--- src/rtl/mem_arbiter_pkg.sv ---
// Shared definitions for the I-cache/D-cache memory arbiter.
// Holds the arbiter state encoding and the default bus widths.
// No logic lives here; every mem_arbiter file imports it.
package mem_arbiter_pkg;

    localparam int DEF_ADDR_W = 28;
    localparam int DEF_DATA_W = 128;

    typedef enum logic [1:0] {
        IDLE     = 2'd0,
        GRANT_IC = 2'd1,
        GRANT_DC = 2'd2,
        RELEASE  = 2'd3
    } arb_state_t;

endpackage

--- src/rtl/mem_arbiter_if.sv ---
// Bundle of I-cache, D-cache and shared memory command/response signals.
// Pure wiring, zero latency.
// slave = the arbiter itself, master = the caches plus the memory around it.
interface mem_arbiter_if
    import mem_arbiter_pkg::*;
#(
    parameter int ADDR_W = DEF_ADDR_W,
    parameter int DATA_W = DEF_DATA_W
) ();

    logic              ic_read;
    logic              ic_write;
    logic [ADDR_W-1:0] ic_addr;
    logic [DATA_W-1:0] ic_wdata;
    logic              ic_ready;
    logic [DATA_W-1:0] ic_rdata;

    logic              dc_read;
    logic              dc_write;
    logic [ADDR_W-1:0] dc_addr;
    logic [DATA_W-1:0] dc_wdata;
    logic              dc_ready;
    logic [DATA_W-1:0] dc_rdata;

    logic              mem_read;
    logic              mem_write;
    logic [ADDR_W-1:0] mem_addr;
    logic [DATA_W-1:0] mem_wdata;
    logic [DATA_W-1:0] mem_rdata;
    logic              mem_ready;

    logic              grant_dc;

    modport slave (
        input  ic_read, ic_write, ic_addr, ic_wdata,
        output ic_ready, ic_rdata,
        input  dc_read, dc_write, dc_addr, dc_wdata,
        output dc_ready, dc_rdata,
        output mem_read, mem_write, mem_addr, mem_wdata,
        input  mem_rdata, mem_ready,
        output grant_dc
    );

    modport master (
        output ic_read, ic_write, ic_addr, ic_wdata,
        input  ic_ready, ic_rdata,
        output dc_read, dc_write, dc_addr, dc_wdata,
        input  dc_ready, dc_rdata,
        input  mem_read, mem_write, mem_addr, mem_wdata,
        output mem_rdata, mem_ready,
        input  grant_dc
    );

endinterface

--- src/rtl/mem_arbiter.sv ---
// Arbitrates one shared memory port between I-cache and D-cache requests.
// Latency: grant registered, command reaches memory one cycle after first seen in IDLE.
// Backpressure: owner waits on mem_ready; a one-cycle RELEASE absorbs the stale request.
// Option: define ARB_ROUND_ROBIN_EN to break ties in favour of the requester not last served.
module mem_arbiter
    import mem_arbiter_pkg::*;
#(
    parameter int ADDR_W = DEF_ADDR_W,
    parameter int DATA_W = DEF_DATA_W
) (
    input  logic         clk,
    input  logic         proc_reset_n,
    mem_arbiter_if.slave bus
);

    arb_state_t        r_state;
    arb_state_t        w_next_state;
    logic              w_ic_req;
    logic              w_dc_req;
    logic              w_tie_dc;

    logic              w_mem_read;
    logic              w_mem_write;
    logic [ADDR_W-1:0] w_mem_addr;
    logic [DATA_W-1:0] w_mem_wdata;
    logic              w_ic_ready;
    logic [DATA_W-1:0] w_ic_rdata;
    logic              w_dc_ready;
    logic [DATA_W-1:0] w_dc_rdata;

    // A read and a write together still count as one request and pass through as-is.
    assign w_ic_req = bus.ic_read | bus.ic_write;
    assign w_dc_req = bus.dc_read | bus.dc_write;

`ifdef ARB_ROUND_ROBIN_EN
    logic r_last_dc;

    // Remember who completed last so a tie goes to the other requester.
    always_ff @(posedge clk or negedge proc_reset_n) begin
        if (!proc_reset_n) begin
            r_last_dc <= 1'b0;
        end else if (bus.mem_ready && (r_state == GRANT_IC)) begin
            r_last_dc <= 1'b0;
        end else if (bus.mem_ready && (r_state == GRANT_DC)) begin
            r_last_dc <= 1'b1;
        end
    end

    assign w_tie_dc = ~r_last_dc;
`else
    // Fixed priority: the D-cache wins every tie.
    assign w_tie_dc = 1'b1;
`endif

    // State register; reset aborts any transfer in flight.
    always_ff @(posedge clk or negedge proc_reset_n) begin
        if (!proc_reset_n) begin
            r_state <= IDLE;
        end else begin
            r_state <= w_next_state;
        end
    end

    // Next-state selection and owner steering of the memory port.
    always_comb begin
        w_next_state = r_state;
        w_mem_read   = 1'b0;
        w_mem_write  = 1'b0;
        w_mem_addr   = '0;
        w_mem_wdata  = '0;
        w_ic_ready   = 1'b0;
        w_ic_rdata   = '0;
        w_dc_ready   = 1'b0;
        w_dc_rdata   = '0;

        case (r_state)
            IDLE: begin
                if (w_ic_req && w_dc_req) begin
                    w_next_state = w_tie_dc ? GRANT_DC : GRANT_IC;
                end else if (w_dc_req) begin
                    w_next_state = GRANT_DC;
                end else if (w_ic_req) begin
                    w_next_state = GRANT_IC;
                end
            end
            GRANT_IC: begin
                w_mem_read  = bus.ic_read;
                w_mem_write = bus.ic_write;
                w_mem_addr  = bus.ic_addr;
                w_mem_wdata = bus.ic_wdata;
                w_ic_ready  = bus.mem_ready;
                w_ic_rdata  = bus.mem_rdata;
                if (bus.mem_ready) begin
                    w_next_state = RELEASE;
                end else if (!w_ic_req) begin
                    w_next_state = IDLE;
                end
            end
            GRANT_DC: begin
                w_mem_read  = bus.dc_read;
                w_mem_write = bus.dc_write;
                w_mem_addr  = bus.dc_addr;
                w_mem_wdata = bus.dc_wdata;
                w_dc_ready  = bus.mem_ready;
                w_dc_rdata  = bus.mem_rdata;
                if (bus.mem_ready) begin
                    w_next_state = RELEASE;
                end else if (!w_dc_req) begin
                    w_next_state = IDLE;
                end
            end
            RELEASE: begin
                w_next_state = IDLE;
            end
            default: begin
                w_next_state = IDLE;
            end
        endcase
    end

    assign bus.mem_read  = w_mem_read;
    assign bus.mem_write = w_mem_write;
    assign bus.mem_addr  = w_mem_addr;
    assign bus.mem_wdata = w_mem_wdata;
    assign bus.ic_ready  = w_ic_ready;
    assign bus.ic_rdata  = w_ic_rdata;
    assign bus.dc_ready  = w_dc_ready;
    assign bus.dc_rdata  = w_dc_rdata;
    assign bus.grant_dc  = (r_state == GRANT_DC);

endmodule

--- src/flat_wrapper.sv ---
// flat-port wrapper written by rule: the top's interface ports become plain ports
module mem_arbiter_flat import mem_arbiter_pkg::*;
#(
    parameter int ADDR_W = DEF_ADDR_W,
    parameter int DATA_W = DEF_DATA_W
)
  (clk, proc_reset_n, bus_ic_read, bus_ic_write, bus_ic_addr, bus_ic_wdata, bus_ic_ready, bus_ic_rdata, bus_dc_read, bus_dc_write, bus_dc_addr, bus_dc_wdata, bus_dc_ready, bus_dc_rdata, bus_mem_read, bus_mem_write, bus_mem_addr, bus_mem_wdata, bus_mem_rdata, bus_mem_ready, bus_grant_dc);
  mem_arbiter_if #(.ADDR_W(ADDR_W), .DATA_W(DATA_W)) bus_i ();
  input  logic clk;
  input  logic proc_reset_n;
  input wire logic [$bits(bus_i.ic_read)-1:0] bus_ic_read;
  input wire logic [$bits(bus_i.ic_write)-1:0] bus_ic_write;
  input wire logic [$bits(bus_i.ic_addr)-1:0] bus_ic_addr;
  input wire logic [$bits(bus_i.ic_wdata)-1:0] bus_ic_wdata;
  output wire logic [$bits(bus_i.ic_ready)-1:0] bus_ic_ready;
  output wire logic [$bits(bus_i.ic_rdata)-1:0] bus_ic_rdata;
  input wire logic [$bits(bus_i.dc_read)-1:0] bus_dc_read;
  input wire logic [$bits(bus_i.dc_write)-1:0] bus_dc_write;
  input wire logic [$bits(bus_i.dc_addr)-1:0] bus_dc_addr;
  input wire logic [$bits(bus_i.dc_wdata)-1:0] bus_dc_wdata;
  output wire logic [$bits(bus_i.dc_ready)-1:0] bus_dc_ready;
  output wire logic [$bits(bus_i.dc_rdata)-1:0] bus_dc_rdata;
  output wire logic [$bits(bus_i.mem_read)-1:0] bus_mem_read;
  output wire logic [$bits(bus_i.mem_write)-1:0] bus_mem_write;
  output wire logic [$bits(bus_i.mem_addr)-1:0] bus_mem_addr;
  output wire logic [$bits(bus_i.mem_wdata)-1:0] bus_mem_wdata;
  input wire logic [$bits(bus_i.mem_rdata)-1:0] bus_mem_rdata;
  input wire logic [$bits(bus_i.mem_ready)-1:0] bus_mem_ready;
  output wire logic [$bits(bus_i.grant_dc)-1:0] bus_grant_dc;
  assign bus_i.ic_read = bus_ic_read;
  assign bus_i.ic_write = bus_ic_write;
  assign bus_i.ic_addr = bus_ic_addr;
  assign bus_i.ic_wdata = bus_ic_wdata;
  assign bus_ic_ready = bus_i.ic_ready;
  assign bus_ic_rdata = bus_i.ic_rdata;
  assign bus_i.dc_read = bus_dc_read;
  assign bus_i.dc_write = bus_dc_write;
  assign bus_i.dc_addr = bus_dc_addr;
  assign bus_i.dc_wdata = bus_dc_wdata;
  assign bus_dc_ready = bus_i.dc_ready;
  assign bus_dc_rdata = bus_i.dc_rdata;
  assign bus_mem_read = bus_i.mem_read;
  assign bus_mem_write = bus_i.mem_write;
  assign bus_mem_addr = bus_i.mem_addr;
  assign bus_mem_wdata = bus_i.mem_wdata;
  assign bus_i.mem_rdata = bus_mem_rdata;
  assign bus_i.mem_ready = bus_mem_ready;
  assign bus_grant_dc = bus_i.grant_dc;
  mem_arbiter #(.ADDR_W(ADDR_W), .DATA_W(DATA_W)) u_core (.clk(clk), .proc_reset_n(proc_reset_n), .bus(bus_i));
endmodule
--- config.mk ---
export PLATFORM = sky130hd
export DESIGN_NAME = mem_arbiter_flat
export DESIGN_NICKNAME = d
export VERILOG_FILES = /design/src/rtl/mem_arbiter_pkg.sv /design/src/rtl/mem_arbiter_if.sv /design/src/rtl/mem_arbiter.sv /design/src/flat_wrapper.sv
export SDC_FILE = /design/constraint.sdc
export NUM_CORES = 1
export LEC_CHECK = 0
export ABC_AREA = 1
export BUFFER_PORTS_ARGS = -buffer_cell sky130_fd_sc_hd__buf_2
export CORE_AREA = 3 3 333 335
export CTS_BUF_LIST = sky130_fd_sc_hd__clkbuf_4
export DETAILED_ROUTE_END_ITERATION = 10
export DIE_AREA = 0 0 336 338
export GPL_ROUTABILITY_DRIVEN = 0
export MAX_ROUTING_LAYER = met4
export SYNTH_ARGS = -nofsm -noshare
export SYNTH_HDL_FRONTEND = slang
export SYNTH_SLANG_ARGS = --single-unit
--- constraint.sdc ---
create_clock -name clk -period 2 [get_ports clk]
set_clock_uncertainty 0.2 [all_clocks]
set_input_delay 0 -clock clk [delete_from_list [all_inputs] [get_ports clk]]
set_output_delay 0 -clock clk [all_outputs]
set_load 0.05 [all_outputs]
== After elaboration in Yosys (flattened, before gate mapping) ==
Cells that the tools add are included.

* Register bits: 2
* Output and inout bits: 417
* Logic and storage cells: 28

* Equal/unequal tests: 6
* Mux-type cells: 16
* Bitwise gates (word level): 2
* Reduce and logical (&&, ||, !) cells: 3

{| class="wikitable"
|+ Operators with widths
! kind !! count
|-
| $mux W128 || 2
|-
| $pmux W128 S2 || 1
|-
| $pmux W28 S2 || 1
|-
| $mux W2 || 7
|-
| $pmux W2 S4 || 1
|-
| $ne A3 B3 Y1 const B || 2
|-
| $eq A2 B2 Y1 const B || 2
|-
| $ne A4 B1 Y1 const B || 1
|-
| $pmux W1 S2 || 2
|-
| $reduce_and A3 Y1 || 1
|-
| $eq A2 B1 Y1 const B || 1
|-
| $logic_not A2 Y1 || 1
|-
| $mux W1 || 2
|-
| $or A1 B1 Y1 || 2
|-
| $logic_and A1 B1 Y1 || 1
|}

== Depth between registers and ports, before layout ==
* Depth in word-level cells: 5
* Depth in mapped cells: 9

== Worst setup path before layout ==
OpenSTA, ideal clock, no wires.

* Path kind: flip-flop to output port
* From: register u_core.r_state[0]
* To: output bus_mem_wdata[77]
* Arrival: 2.276 ns
* Setup slack: -0.476 ns
* Cell stages (with the launch flop): 8
* Buffers on the path: 3
* Cell sequence: dfrtp_1 inv_1 ha_1 buf_4 buf_6 buf_4 nand2_1 a21oi_1

* Longest elaborated chain between the ends: 2

{| class="wikitable"
|+ RTL lines
! what !! RTL line !! source
|-
| start: declaration || mem_arbiter.sv:16 || <nowiki>arb_state_t r_state;</nowiki>
|-
| start signal: assignment || mem_arbiter.sv:60 || <nowiki>r_state <= w_next_state;</nowiki>
|-
| $eq A2 B2 Y1 || - ||
|-
| named net bus_grant_dc || flat_wrapper.sv:29 || <nowiki>output wire logic [$bits(bus_i.grant_dc)-1:0] bus_grant_dc;</nowiki>
|-
| $pmux W128 S2 || mem_arbiter.sv:76 || <nowiki>case (r_state)</nowiki>
|-
| end: declaration || flat_wrapper.sv:26 || <nowiki>output wire logic [$bits(bus_i.mem_wdata)-1:0] bus_mem_wdata;</nowiki>
|}

The timed path passes the listed nets, and every way through them passes these cells.

== Final worst setup path ==
* From: register u_core.r_state[0]
* To: output bus_mem_addr[10]

* Longest elaborated chain between the ends: 2

{| class="wikitable"
|+ RTL lines
! what !! RTL line !! source
|-
| $eq A2 B2 Y1 / $eq A2 B1 Y1 (equally long branches) || mem_arbiter.sv:76 ||
|-
| $pmux W28 S2 * || mem_arbiter.sv:76 ||
|-
| end: declaration || flat_wrapper.sv:25 || <nowiki>output wire logic [$bits(bus_i.mem_addr)-1:0] bus_mem_addr;</nowiki>
|}

Mark *: on every way between the ends. The rest lies on a longest branch, timed or not.

==> run summary <==
Die ar. = 114000 um^2
WP buf/inv = 6
DRC errors left = 0
Unique cell type count in the Yosys netlist = 14
Syn. warnings = 0
Top Family by Delay on Critical Path = buffers and inverters
Initial DRC Count = 652
Initial Util = 4.31%
Most frequent cells in the layout = 494 x buf_2, 442 x nand2_1, 247 x buf_12, 208 x inv_1, 131 x a21oi_4
Worst-path maximum fanout = 15
WL/cell = 26.6 um
Overall Global Routing Usage = 14.8%
Setup violators final = 233
Final HPWL DP = 79700 um
IO Pins = 864
CTS sink count = 2
RSZ-0062 raised after global routing = true
Critical-path top delay cell = dfrtp_1
Fin nets = 2484
Clock network fraction of total power = 0.3%
Largest net degree at the start of global routing = 66
Post-synth top area share = 47.0%
Worst min-delay path class = primary input to async pin
Max frequency = 465 MHz
Post-route minimum period = 2.15 ns
Reg clk slew, reported paths = 0.03 ns
Global routing usage on met3 = 9.44%
Net Count, Synth = 1561
Synth area leaders = nand2_1 47%, inv_1 22%, a21oi_1 17%, buf_2 4.9%, buf_6 2.9%
Pins over their slew limit = 0
Clk root buf = clkbuf_4
Biggest area consumer among synthesized cells = nand2_1
Synthesized area = 4670 um^2
Area Overhead vs Synth = 306%
CP max stage delay = 0.37 ns
Vias in the first global route = 9921
CTS tree = built
Total CTS buffers = 3
Power Density = 1750 nW/um^2
Sequential share of the synthesized area = 1.07%
Internal power = 12.9 mW
Yosys reg bits = 2
Die Wd = 336 um
CP Cell Sequence = inv_2 > buf_4 > ha_4 > inv_8 > buf_12 > buf_6 > a21oi_4 > buf_12
Drt pass-1 iters = 5
Max reg flops = 2
Worst Max-Slew Pin Slew = 0.428 ns
Worst path most repeated cell = buf_12
Final hold vios = 0
Failing checks = negative setup slack
Site Rows = 121
Avg Synthesized Cell Area = 4.20 um^2
Crit path required time = 1.80 ns
Core Area = 108000 um^2
M1 GR Usage = 16.5%
Pre-CTS setup slack = 0.0645 ns
Vias per inst = 3.17
Relative slew slack = 71.5%
Share of cells above drive strength 1 = 67.2%
Max VDD drop = 0.000778 V
Syn Inst Count = 1111
Data arrival, critical path = 1.95 ns
Grt peak-use layer = met2
Final ANT Viol Nets = 0
Crit path launch type = register
Die height = 338 um
Most common cell after layout, fill and taps aside = buf_2
Largest regs = u_core.r_state x2
Endpoint class of the critical path = primary output
Final worst slack = -0.148 ns
Psw = 20.3 mW
Maximum clock insertion buffer count = 2
Largest register by flop count = u_core.r_state
Max Cap Viol = 0
Final worst-path cycle share = 107%
Clock H-tree levels = 1
Vias = 11074
Status = finished, violations left
WHS = 0.0233 ns
Clock insertion delay at the later pin of the skew report = 0.23 ns
Sw Share = 61.0%
First-pass GRT wire length = 105000 um
Total gr overflow = 0
Detailed Route WL = 93000 um
Antenna violations before repair = 117
Port bufs = 863
Power share of the combinational group = 99.5%
Routing usage on met2 = 22.8%
Leakage = 9.51 nW
CP Class = register to primary output
Sequential share of power = 0.2%
path summary, 6_finish.rpt:
check / end / depth (start not counted) / from / slack, ns
setup / recovery: bus_mem_addr[10] / 8 / u_core.r_state[0] / -0.15
hold / removal: u_core.r_state[0] / 2 / proc_reset_n / 0.02
setup reg to reg: u_core.r_state[0] / 11 / u_core.r_state[0] / 0.13
hold reg to reg: u_core.r_state[1] / 3 / u_core.r_state[1] / 0.43
max in group asynchronous: u_core.r_state[1] / 2 / proc_reset_n / 1.48
min in group clk: u_core.r_state[1] / 5 / bus_ic_write / 0.03
power groups by stage:
stage	combinational, mW	sequential, mW	clock [mW]
global route	34.4	0.0747	0.0970
floorplan	15.2	0.0701	0
finish	33.0	0.0731	0.0889
CTS	30.1	0.0726	0.0952
global placement	27.6	0.0685	0
detailed placement	27.7	0.0705	0
cells by family after synthesis:
family / share of synthesized area [%]
fa+ha+maj: 0.804
simple gates: 48.1
flops: 1.07
compound gates: 17.2
buf+inv: 32.9
per-layer routing:
metal	share of wire [%]	wire (um)
met3	15	13700
met4	2.2	2090
met2	45	41500
met1	38	35700
met5	0	0
what timing repair did:
| action | 4_1_cts | 5_1_grt |
|---|---|---|
| hold endpoints to repair | 2 | 0 |
| gates resized for setup | 228 | 487 |
| cloned | 8 | 21 |
| endpoints found under the setup margin | 206 | 321 |
| setup buffers | 17 | 10 |
| hold buffers | 1 | 0 |
| pin swaps | 48 | 54 |
through the flow:
step	cell area [um^2]	utilization [%]	instances	setup TNS (ns)	total power, mW
global route	18900	17.5	3490	-29.66	34.6
finish	19000	17.5	3493	-9.50	33.2
CTS	16900	15.6	3416	-5.48	30.2
floorplan	6040	-	1111	0	15.3
detailed placement	15700	14.5	3387	0	27.8
global placement	15700	14.5	3387	0	27.7
layout make-up:
cell class / instances / area [um^2]
flip-flops and latches: 2 / 50.0
repair buffers: 999 / 10600
clock buffers: 3 / 22.5
inverters: 269 / 1080
diodes: 47 / 118
well taps: 1414 / 1770
fillers: 12166 / 89400
multi-input cells: 759 / 5360
synthesized netlist by cell type:
library cell	count
a21oi_1	158
buf_2	46
buf_4	17
buf_6	12
buf_8	1
clkbuf_1	5
dfrtp_1	2
ha_1	3
inv_1	268
inv_2	1
nand2_1	584
nand3_1	5
nor2_1	7
o21ai_0	2
worst register-to-register path, stage by stage (launching register included):
cell and delay [ns]:
dfrtp_1 0.39, buf_4 0.15, ha_4 0.17, buf_12 0.14, buf_12 0.14, buf_4 0.16
inv_1 0.05, nor2_1 0.03, nand2_1 0.06, nand3_1 0.11, nand2_1 0.09, nand2_1 0.06
No activity file was read; power rests on OpenSTA's default activity.
